--- src/rtl/threshold_chunk.sv ---
// One 8-bin slice of the threshold search: registers the absolute index of the
// highest-numbered bin with a strictly positive derivative, or 0 when none is.
module threshold_chunk #(
  parameter int TOP  = 1,
  parameter int BINS = 8,
  parameter int DW   = 17
) (
  input  logic               i_clk,
  input  logic               i_reset,
  input  logic [BINS*DW-1:0] i_histogram_chunk,
  input  logic [7:0]         i_bin_index,
  output logic [7:0]         o_threshold
);

  localparam int KW = $clog2(BINS);

  logic          w_found;
  logic [KW-1:0] w_kmax;
  logic [7:0]    w_next;

  // TOP only selects waveform dumping in the standalone flow; nothing to build here.
  if (TOP != 0) begin : g_top
  end

  // Priority scan: ascending order so the highest positive bin overrides lower ones.
  always_comb begin
    w_found = 1'b0;
    w_kmax  = {KW{1'b0}};
    for (int k = 0; k < BINS; k++) begin
      // Strictly positive: sign bit clear and magnitude non-zero.
      if (!i_histogram_chunk[k*DW + DW - 1] && (|i_histogram_chunk[k*DW +: DW-1])) begin
        w_found = 1'b1;
        w_kmax  = KW'(k);
      end else begin
        w_found = w_found;
        w_kmax  = w_kmax;
      end
    end
  end

  // Absolute index with modulo-256 wrap; 0 doubles as "no positive bin".
  always_comb begin
    if (w_found) begin
      w_next = i_bin_index + {{(8-KW){1'b0}}, w_kmax};
    end else begin
      w_next = 8'd0;
    end
  end

  // Output register: one cycle of latency, cleared asynchronously by reset.
  always_ff @(posedge i_clk or posedge i_reset) begin
    if (i_reset) begin
      o_threshold <= 8'd0;
    end else begin
      o_threshold <= w_next;
    end
  end

endmodule

--- config.mk ---
export PLATFORM = sky130hd
export DESIGN_NAME = threshold_chunk
export DESIGN_NICKNAME = d
export VERILOG_FILES = /design/src/rtl/threshold_chunk.sv
export SDC_FILE = /design/constraint.sdc
export NUM_CORES = 1
export LEC_CHECK = 0
export CAP_MARGIN = 15
export CORE_MARGIN = 4
export CORE_UTILIZATION = 20
export CTS_BUF_LIST = sky130_fd_sc_hd__clkbuf_8
export CTS_CLUSTER_DIAMETER = 150
export CTS_CLUSTER_SIZE = 28
export DETAILED_ROUTE_END_ITERATION = 10
export PLACE_DENSITY = 0.81
export SETUP_SLACK_MARGIN = 0.2
export SLEW_MARGIN = 0
export SYNTH_ARGS = -nofsm -noshare
export SYNTH_HDL_FRONTEND = slang
export SYNTH_SLANG_ARGS = --single-unit
--- constraint.sdc ---
create_clock -name i_clk -period 0.8 [get_ports i_clk]
set_clock_uncertainty 0.15 [all_clocks]
set_input_delay 0.16 -clock i_clk [delete_from_list [all_inputs] [get_ports i_clk]]
set_output_delay 0.16 -clock i_clk [all_outputs]
set_load 0.03 [all_outputs]
Word-level counts from Yosys, hierarchy flattened
Cells that the tools add are included.

storage, ports and cells
  register bits after elaboration = 8
  output and inout port bits = 8
  logic and storage cells = 42

operators by class
  add/subtract/negate cells = 1
  mux-type cells = 16
  reduce and logical (&&, ||, !) cells = 24

operator list
  kind                                    number
  16-bit OR reduction                     8
  3-bit 2-to-1 mux                        6
  1-bit 2-to-1 mux                        9
  8-bit by 3-bit adder with 8-bit output  1
  1-bit logical AND                       8
  1-bit zero test                         8
  8-bit 2-to-1 mux                        1

Logic depth before layout (Yosys ltp)
  word-level depth = 11
  mapped depth = 11
  gate-level depth less buffers = 11

Least setup slack after synthesis
No wires, ideal clock.

  path type = in2reg
  from = input i_histogram_chunk[87]
  to = register o_threshold[7]
  setup time = 87 ps
  arrival time = 2257 ps
  setup slack = -1694 ps
  stages on the path = 8
  buffers on the path = 0
  cells stage by stage = nor4_1 a41oi_1 nor4_4 inv_1 ha_1 a21oi_1 or4_1 a22oi_1

on the way
  cells in the longest elaborated chain, start to end = 7

ends and longest elaborated chain
  item                                    line  text
  start: declaration                      10    input logic [BINS*DW-1:0] i_histogram_chunk,
  16-bit OR reduction *                   31    if (!i_histogram_chunk[k*DW + DW - 1] && (|i_histogram_chunk[k*DW +: DW-1])) begin
  1-bit logical AND *                     31
  3-bit 2-to-1 mux (3 in a row)           31
  8-bit by 3-bit adder with 8-bit output  44    w_next = i_bin_index + {{(8-KW){1'b0}}, w_kmax};
  8-bit 2-to-1 mux *                      43    if (w_found) begin
  named net w_next[7]                     19    logic [7:0] w_next;
  end signal: assignment                  55    o_threshold <= w_next;
  end: declaration                        12    output logic [7:0] o_threshold

Mark *: on every way through the listed nets, which the timed path passes. The rest lies on a longest branch.

Final worst setup path
  from = input i_histogram_chunk[118]
  to = register o_threshold[6]

on the way
  cells in the longest elaborated chain, start to end = 6

ends and longest elaborated chain
  item                                    line
  1-bit zero test *                       31
  1-bit logical AND *                     31
  3-bit 2-to-1 mux (2 in a row)           31
  8-bit by 3-bit adder with 8-bit output  44
  8-bit 2-to-1 mux *                      43
  named net w_next[6]                     19

Marked as above.

==> flow_summary.json <==
{
  "dp_slack_ps": -2200,
  "fin_crit_sh_pct": 302,
  "routed_via_density": 4.84,
  "power_density_nw_per_um2": 808,
  "yosysSeqAreaShare_pct": 24.4,
  "postLayoutCoreUtil_pct": 75.1,
  "postPlaceCellArea_um2": 2710,
  "cap_violations": 0,
  "antenna_left": 0,
  "floorplan.die_area_um2": 5190,
  "antenna_cells": 0,
  "hold_viol": 0,
  "drtIter0Drc": 41,
  "fmax_mhz": 414,
  "num_rows": 23,
  "crit_family": "buffers and inverters",
  "core_um2": 3970,
  "grt_pass1_wl_mm": 8.50,
  "start_util_pct": 20.7,
  "worstPathRequired_ps": 790,
  "regMostFlops": "o_threshold",
  "ys_types": 25,
  "area_growth_pct": 264,
  "wire_per_inst_um": 17.6,
  "yosys_warnings": 0,
  "rsz0062_at_grt": "yes",
  "ff_latch_area_um2": 209,
  "die-width_um": 72.1,
  "largest_reg_flops": 8,
  "irDropWorstVdd_v": 0.000380,
  "cts_hold_buf": 0,
  "slowest_stage": "clkdlybuf4s50_1",
  "critPathLaunch": "i_histogram_chunk[118]",
  "grt_max_degree": 9,
  "numCtsBuffers": 3,
  "p_leak_nw": 1.19,
  "gr-total-overflow": 0,
  "track_usage_pct": 20.9,
  "cts_tree": "yes",
  "drive_gt1_share_pct": 66.3,
  "setup_viol": 16,
  "cp-end-kind": "flop",
  "num_vias": 1594,
  "cp_max_fo": 3,
  "clk_pin_slew_ps": 40,
  "reg_top3": "o_threshold (8)",
  "post-route-drc-count": 0,
  "status": "finished with violations",
  "port_buffers": 153,
  "avgSynthCellArea_um2": 9.02,
  "worst-path-buf-inv": 3,
  "gp_congestion": 0.780,
  "fillers": 278,
  "io-pin-count": 154,
  "arrival_ps": 2400,
  "hpwl_mm": 4.62,
  "fp.dieH_um": 72.1,
  "critPathKind": "in2reg",
  "maxSlewViolCount": 0,
  "clockRootBuffer": "clkbuf_8",
  "cts-htree-levels": 1,
  "grt_pass1_vias": 1871,
  "cts.sinks": 8,
  "fin_hold_ws_ps": 3.01,
  "finalWirelength_mm": 5.78,
  "violations": "negative setup slack",
  "cts_max_path_buffers": 2,
  "start_kind": "input port",
  "first_pass_iters": 4,
  "hp-class": "in2async",
  "finalInstanceArea_um2": 2980,
  "timing.final.ws_setup_ps": -1610,
  "syn_inst": 91,
  "post-route-min-period_ps": 2410,
  "multiInputGateArea_um2": 1130,
  "fin_nets": 430,
  "antenna_found_initial": 0,
  "cpMostUsedCell": "buf_4",
  "cpPeakStageDelay_ps": 440,
  "path_cells": "clkdlybuf4s50_1, a41oi_4, nor2_1, buf_4, buf_4, o21a_1, fa_2, nor2b_4, o2111ai_2, xor2_1, a21oi_1",
  "worst_pin_slew_ps": 345,
  "syn_nets": 241,
  "ys_seq_elements": 8,
  "synth_area_um2": 821,
  "slew_headroom_pct": 77.0
}
[through the flow]
stage / setup TNS [ps] / total power [mW] / cells
floorplan: -10790 / 0.811 / 91
global placement: -15830 / 1.76 / 311
detailed placement: -16620 / 1.79 / 311
CTS: -12990 / 2.34 / 327
global route: -14450 / 2.52 / 329
finish: -13380 / 2.41 / 329
[timing repair]
| action | 4_1_cts | 5_1_grt |
|---|---|---|
| pin swaps | 59 | 18 |
| setup buffers | 12 | 2 |
| hold endpoints to repair | 0 | 0 |
| cloned | 0 | 0 |
| endpoints found under the setup margin | 16 | 24 |
| gates resized for setup | 432 | 17 |
[layer usage]
layer / global-route usage [%] / wire length (µm)
met2: 41.6 / 3290
met4: 7.93 / 155
met1: 21.3 / 1890
met3: 3.46 / 438
met5: 0 / 0
[cell usage in the layout (no fill, tap or decap), types with 5 or more instances in the layout]
cell	n
a41oi_2	5
buf_2	59
buf_4	25
buf_6	30
clkdlybuf4s15_1	26
clkdlybuf4s50_1	30
dfrtp_2	7
dlygate4sd2_1	11
nor4_2	6
nor4_4	24
[final cells by class]
class	count	area share (%)
flip-flops and latches	8	7.00
repair buffers	184	50.8
multi-input cells	78	38.0
inverters	5	0.629
clock buffers	3	1.38
well taps	50	2.10
clock inverters	1	0.126
[path summary, 6_finish.rpt]
kind                             endpoint  slack (ps)  cells after the start
setup / recovery           o_threshold[6]       -1610                     11
hold / removal             o_threshold[3]           3                      2
max in group asynchronous  o_threshold[4]         330                      2
min in group i_clk         o_threshold[7]         410                      3
[cell usage after synthesis]
library cell  number  area share (%)
nor4_1            28              21
o2111ai_1          1             1.1
nor4_4             2             5.2
nor2b_1            2             1.5
nor2_1             2            0.91
or2_2              1            0.76
nor4_2             4             6.1
nand2_1            2            0.91
a21o_1             1            0.91
a41oi_1            8             8.5
ha_1               3             4.6
o21a_1             1            0.91
a22oi_1            2             1.8
fa_1               1             2.4
dfrtp_1            8              24
xor2_1             4             4.3
o21ai_0            3             1.8
o31ai_1            2             1.8
or4_1              1            0.91
a41o_1             1             1.2
a211oi_1           1            0.91
inv_1              5             2.3
a21boi_1           1            0.91
or3_1              1            0.76
a21oi_1            6             3.7
[kinds of logic after synthesis]
family / synth area share (%)
compound gates: 23.6
xor+xnor: 4.27
fa+ha+maj: 7.01
buf+inv: 2.29
flops: 24.4
simple gates: 38.4
[power breakdown]
group / switching, mW / internal, mW / total (mW) / leakage (nW)
combinational: 0.609 / 0.829 / 1.44 / 1.07
clock: 0.155 / 0.332 / 0.486 / 0.0269
sequential: 0.0240 / 0.464 / 0.488 / 0.0865
(Power assumes the default switching activity.)
==> edit, RTL diff (same flow settings) <==
Change the parameter `DW` from 17 to 13.
--- a/src/rtl/threshold_chunk.sv
+++ b/src/rtl/threshold_chunk.sv
@@ -4,5 +4,5 @@
   parameter int TOP  = 1,
   parameter int BINS = 8,
-  parameter int DW   = 17
+  parameter int DW   = 13
 ) (
   input  logic               i_clk,
Interface: changed (resized i_histogram_chunk); port bits go from 154 to 122. No check against the original RTL was run, so the function may have changed too.
==> edit against the original RTL <==
- sequential cell count did not move
- setup slack improved by 0.019 ns
- critical path type unchanged
- area after synthesis is 8.4% lower
- wire length fell by 24%
- non-clock buffer count is 27 lower
- cell area is 13% lower
- global-route usage shrank 3.9 points
- largest power group unchanged
- largest cell class unchanged
- combinational power decreased by 15%
- sequential share of layout area is 1.0 points higher
- first-iteration DRC count decreased by 41%
- worst hold slack improved by 0.049 ns
- the run still ends with negative setup slack left
- power fell by 8.3%
==> edit: results (changes against the original RTL) <==
[run_status]
status = complete, but fails checks
violations = negative setup slack

[finish]
biggestRegsByFlops = o_threshold (8)
fill_cells = 266  ; -4.3%
nNetsFinal = 363  ; -16%
diodes = 0  ; unchanged
layout-drive-gt1-share = 0.619  ; -0.0442

[place]
placed_cell_area_mm2 = 0.00230  ; -15%
gp_congestion = 0.788  ; +1.0%
io_buffers = 121  ; -21%
dp_hpwl_um = 3630  ; -21%

[timing]
setup_tns_ns = -13.17  ; +0.217 ns
worst_slew_pin_slew_ns = 0.333  ; -0.0116 ns
timing.final.ws_setup_ns = -1.60  ; +0.0191 ns
setup-violations-final = 16  ; unchanged
timing.hold.ws_ns = 0.0523  ; +0.0492 ns

[setup_path]
slowest_delay_ns = 0.34  ; -0.10 ns
cp_top_family = compound AO/OA/AOI/OAI gates
critPathSlowestCell = or3_1
cp_max_fo = 4  ; +1
cp.arrival_ns = 2.38  ; -0.02 ns

[yosys]
synth_seq_area_share = 0.266  ; +0.0223
syn_nets = 201  ; -17%
synth.area.top_cells = dfrtp_1, nor4_1, a31oi_1
synth_cell_types = 26  ; +4.0%
ys_top_cells_by_count = nor4_1, a31oi_1, dfrtp_1, a21oi_1, inv_1
ys_async_sr_fraction = 1.00  ; unchanged
synthFlopType = dfrtp_1
yosysWarnings = 0  ; unchanged

[routing]
drt_first_pass_iters = 4  ; unchanged
detail-route-antenna-nets = 0  ; unchanged
routedWlPerCell_um = 15.1  ; -14%
vias = 1365  ; -14%
drt_iter0_drc = 24  ; -41%

[pwr]
peakVddDrop_mv = 0.429  ; +13%
p_leak_nw = 1.08  ; -9.4%

[cts]
cts-root-buf = clkbuf_8
cts.path.max_buffers = 2  ; unchanged
cts_made_buffers = 3  ; unchanged
clk_pin_slew_worst_paths_ns = 0.04  ; about the same
htree_levels = 1  ; unchanged

[global_routing]
grt_max_degree = 9  ; unchanged
grt_pass1_vias = 1557  ; -17%
antenna_found_initial = 0  ; unchanged
grt.total_usage = 0.170  ; -0.0393
grt_pass1_wl_um = 6630  ; -22%

[worst_hold_path]
hold_class = input pin to asynchronous set/reset pin

[edit: cell types whose count changed after synthesis, sizes merged]
cell | unedited run | this run
nor4 | 34 | 26
a31o | 0 | 1
a41oi | 8 | 0
a41o | 1 | 0
a31oi | 0 | 8
and2b | 0 | 1
nor2b | 2 | 1
[edit: stage by stage]
stage | std cells | setup slack, ns
finish | 292 | -1.60
global route | 292 | -1.70
CTS | 288 | -1.54
detailed placement | 268 | -2.15
global placement | 268 | -2.08
floorplan | 83 | -1.57
[edit: report_power, final]
| part | leakage, nW | switching (W) | internal, W |
|---|---|---|---|
| Clock | 0.0269 | 0.000160 | 0.000332 |
| Combinational | 0.962 | 0.000503 | 0.000731 |
| Sequential | 0.0865 | 0.0000229 | 0.000464 |
| Total | 1.08 | 0.000685 | 0.00153 |
[edit: area by class of cell]
cell class | count | area, µm² | area share
Sequential cell | 8 | 209 | 0.0801
Tap cell | 48 | 60.1 | 0.0230
Clock inverter | 1 | 3.75 | 0.00144
Inverter | 5 | 22.5 | 0.00863
Timing Repair Buffer | 157 | 1370 | 0.524
Multi-Input combinational cell | 70 | 905 | 0.347
Clock buffer | 3 | 41.3 | 0.0158
[edit: cell families (layout without fill, tap and decap cells)]
logic type | count (synthesis) | after routing | share of synthesized area
adder cells (fa/ha/maj) | 4 | 4 | 0.0765
AND/OR/NAND/NOR | 35 | 35 | 0.356
buffers and inverters | 5 | 166 | 0.0250
AO/OA/AOI/OAI | 27 | 27 | 0.230
flip-flops | 8 | 8 | 0.266
XOR/XNOR | 4 | 4 | 0.0466
[edit: worst max path at each step]
stage / to / slack [ns] / cells past startpoint / start
6_report: o_threshold[5]$_DFF_PP0_ / -1.60 / 14 / i_histogram_chunk[34]
5_1_grt: o_threshold[5]$_DFF_PP0_ / -1.70 / 14 / i_histogram_chunk[34]
4_1_cts: o_threshold[6]$_DFF_PP0_ / -1.54 / 12 / i_histogram_chunk[63]
3_5_place_dp: o_threshold[6]$_DFF_PP0_ / -2.15 / 12 / i_histogram_chunk[53]
3_3_place_gp: o_threshold[6]$_DFF_PP0_ / -2.08 / 12 / i_histogram_chunk[53]
2_1_floorplan: o_threshold[7]$_DFF_PP0_ / -1.57 / 8 / i_histogram_chunk[84]
[edit: what timing repair did]
item	4_1_cts	5_1_grt
endpoints found under the setup margin	16	24
resized for setup	267	38
pin swaps	51	23
setup buffers	16	4
[edit: per-layer routing]
layer / up-vias / track usage / share of wire
li1: 668 / - / -
met1: 630 / 0.163 / 0.32
met2: 63 / 0.344 / 0.58
met3: 4 / 0.0478 / 0.087
met4: 0 / 0.0456 / 0.0088
met5: - / 0 / 0
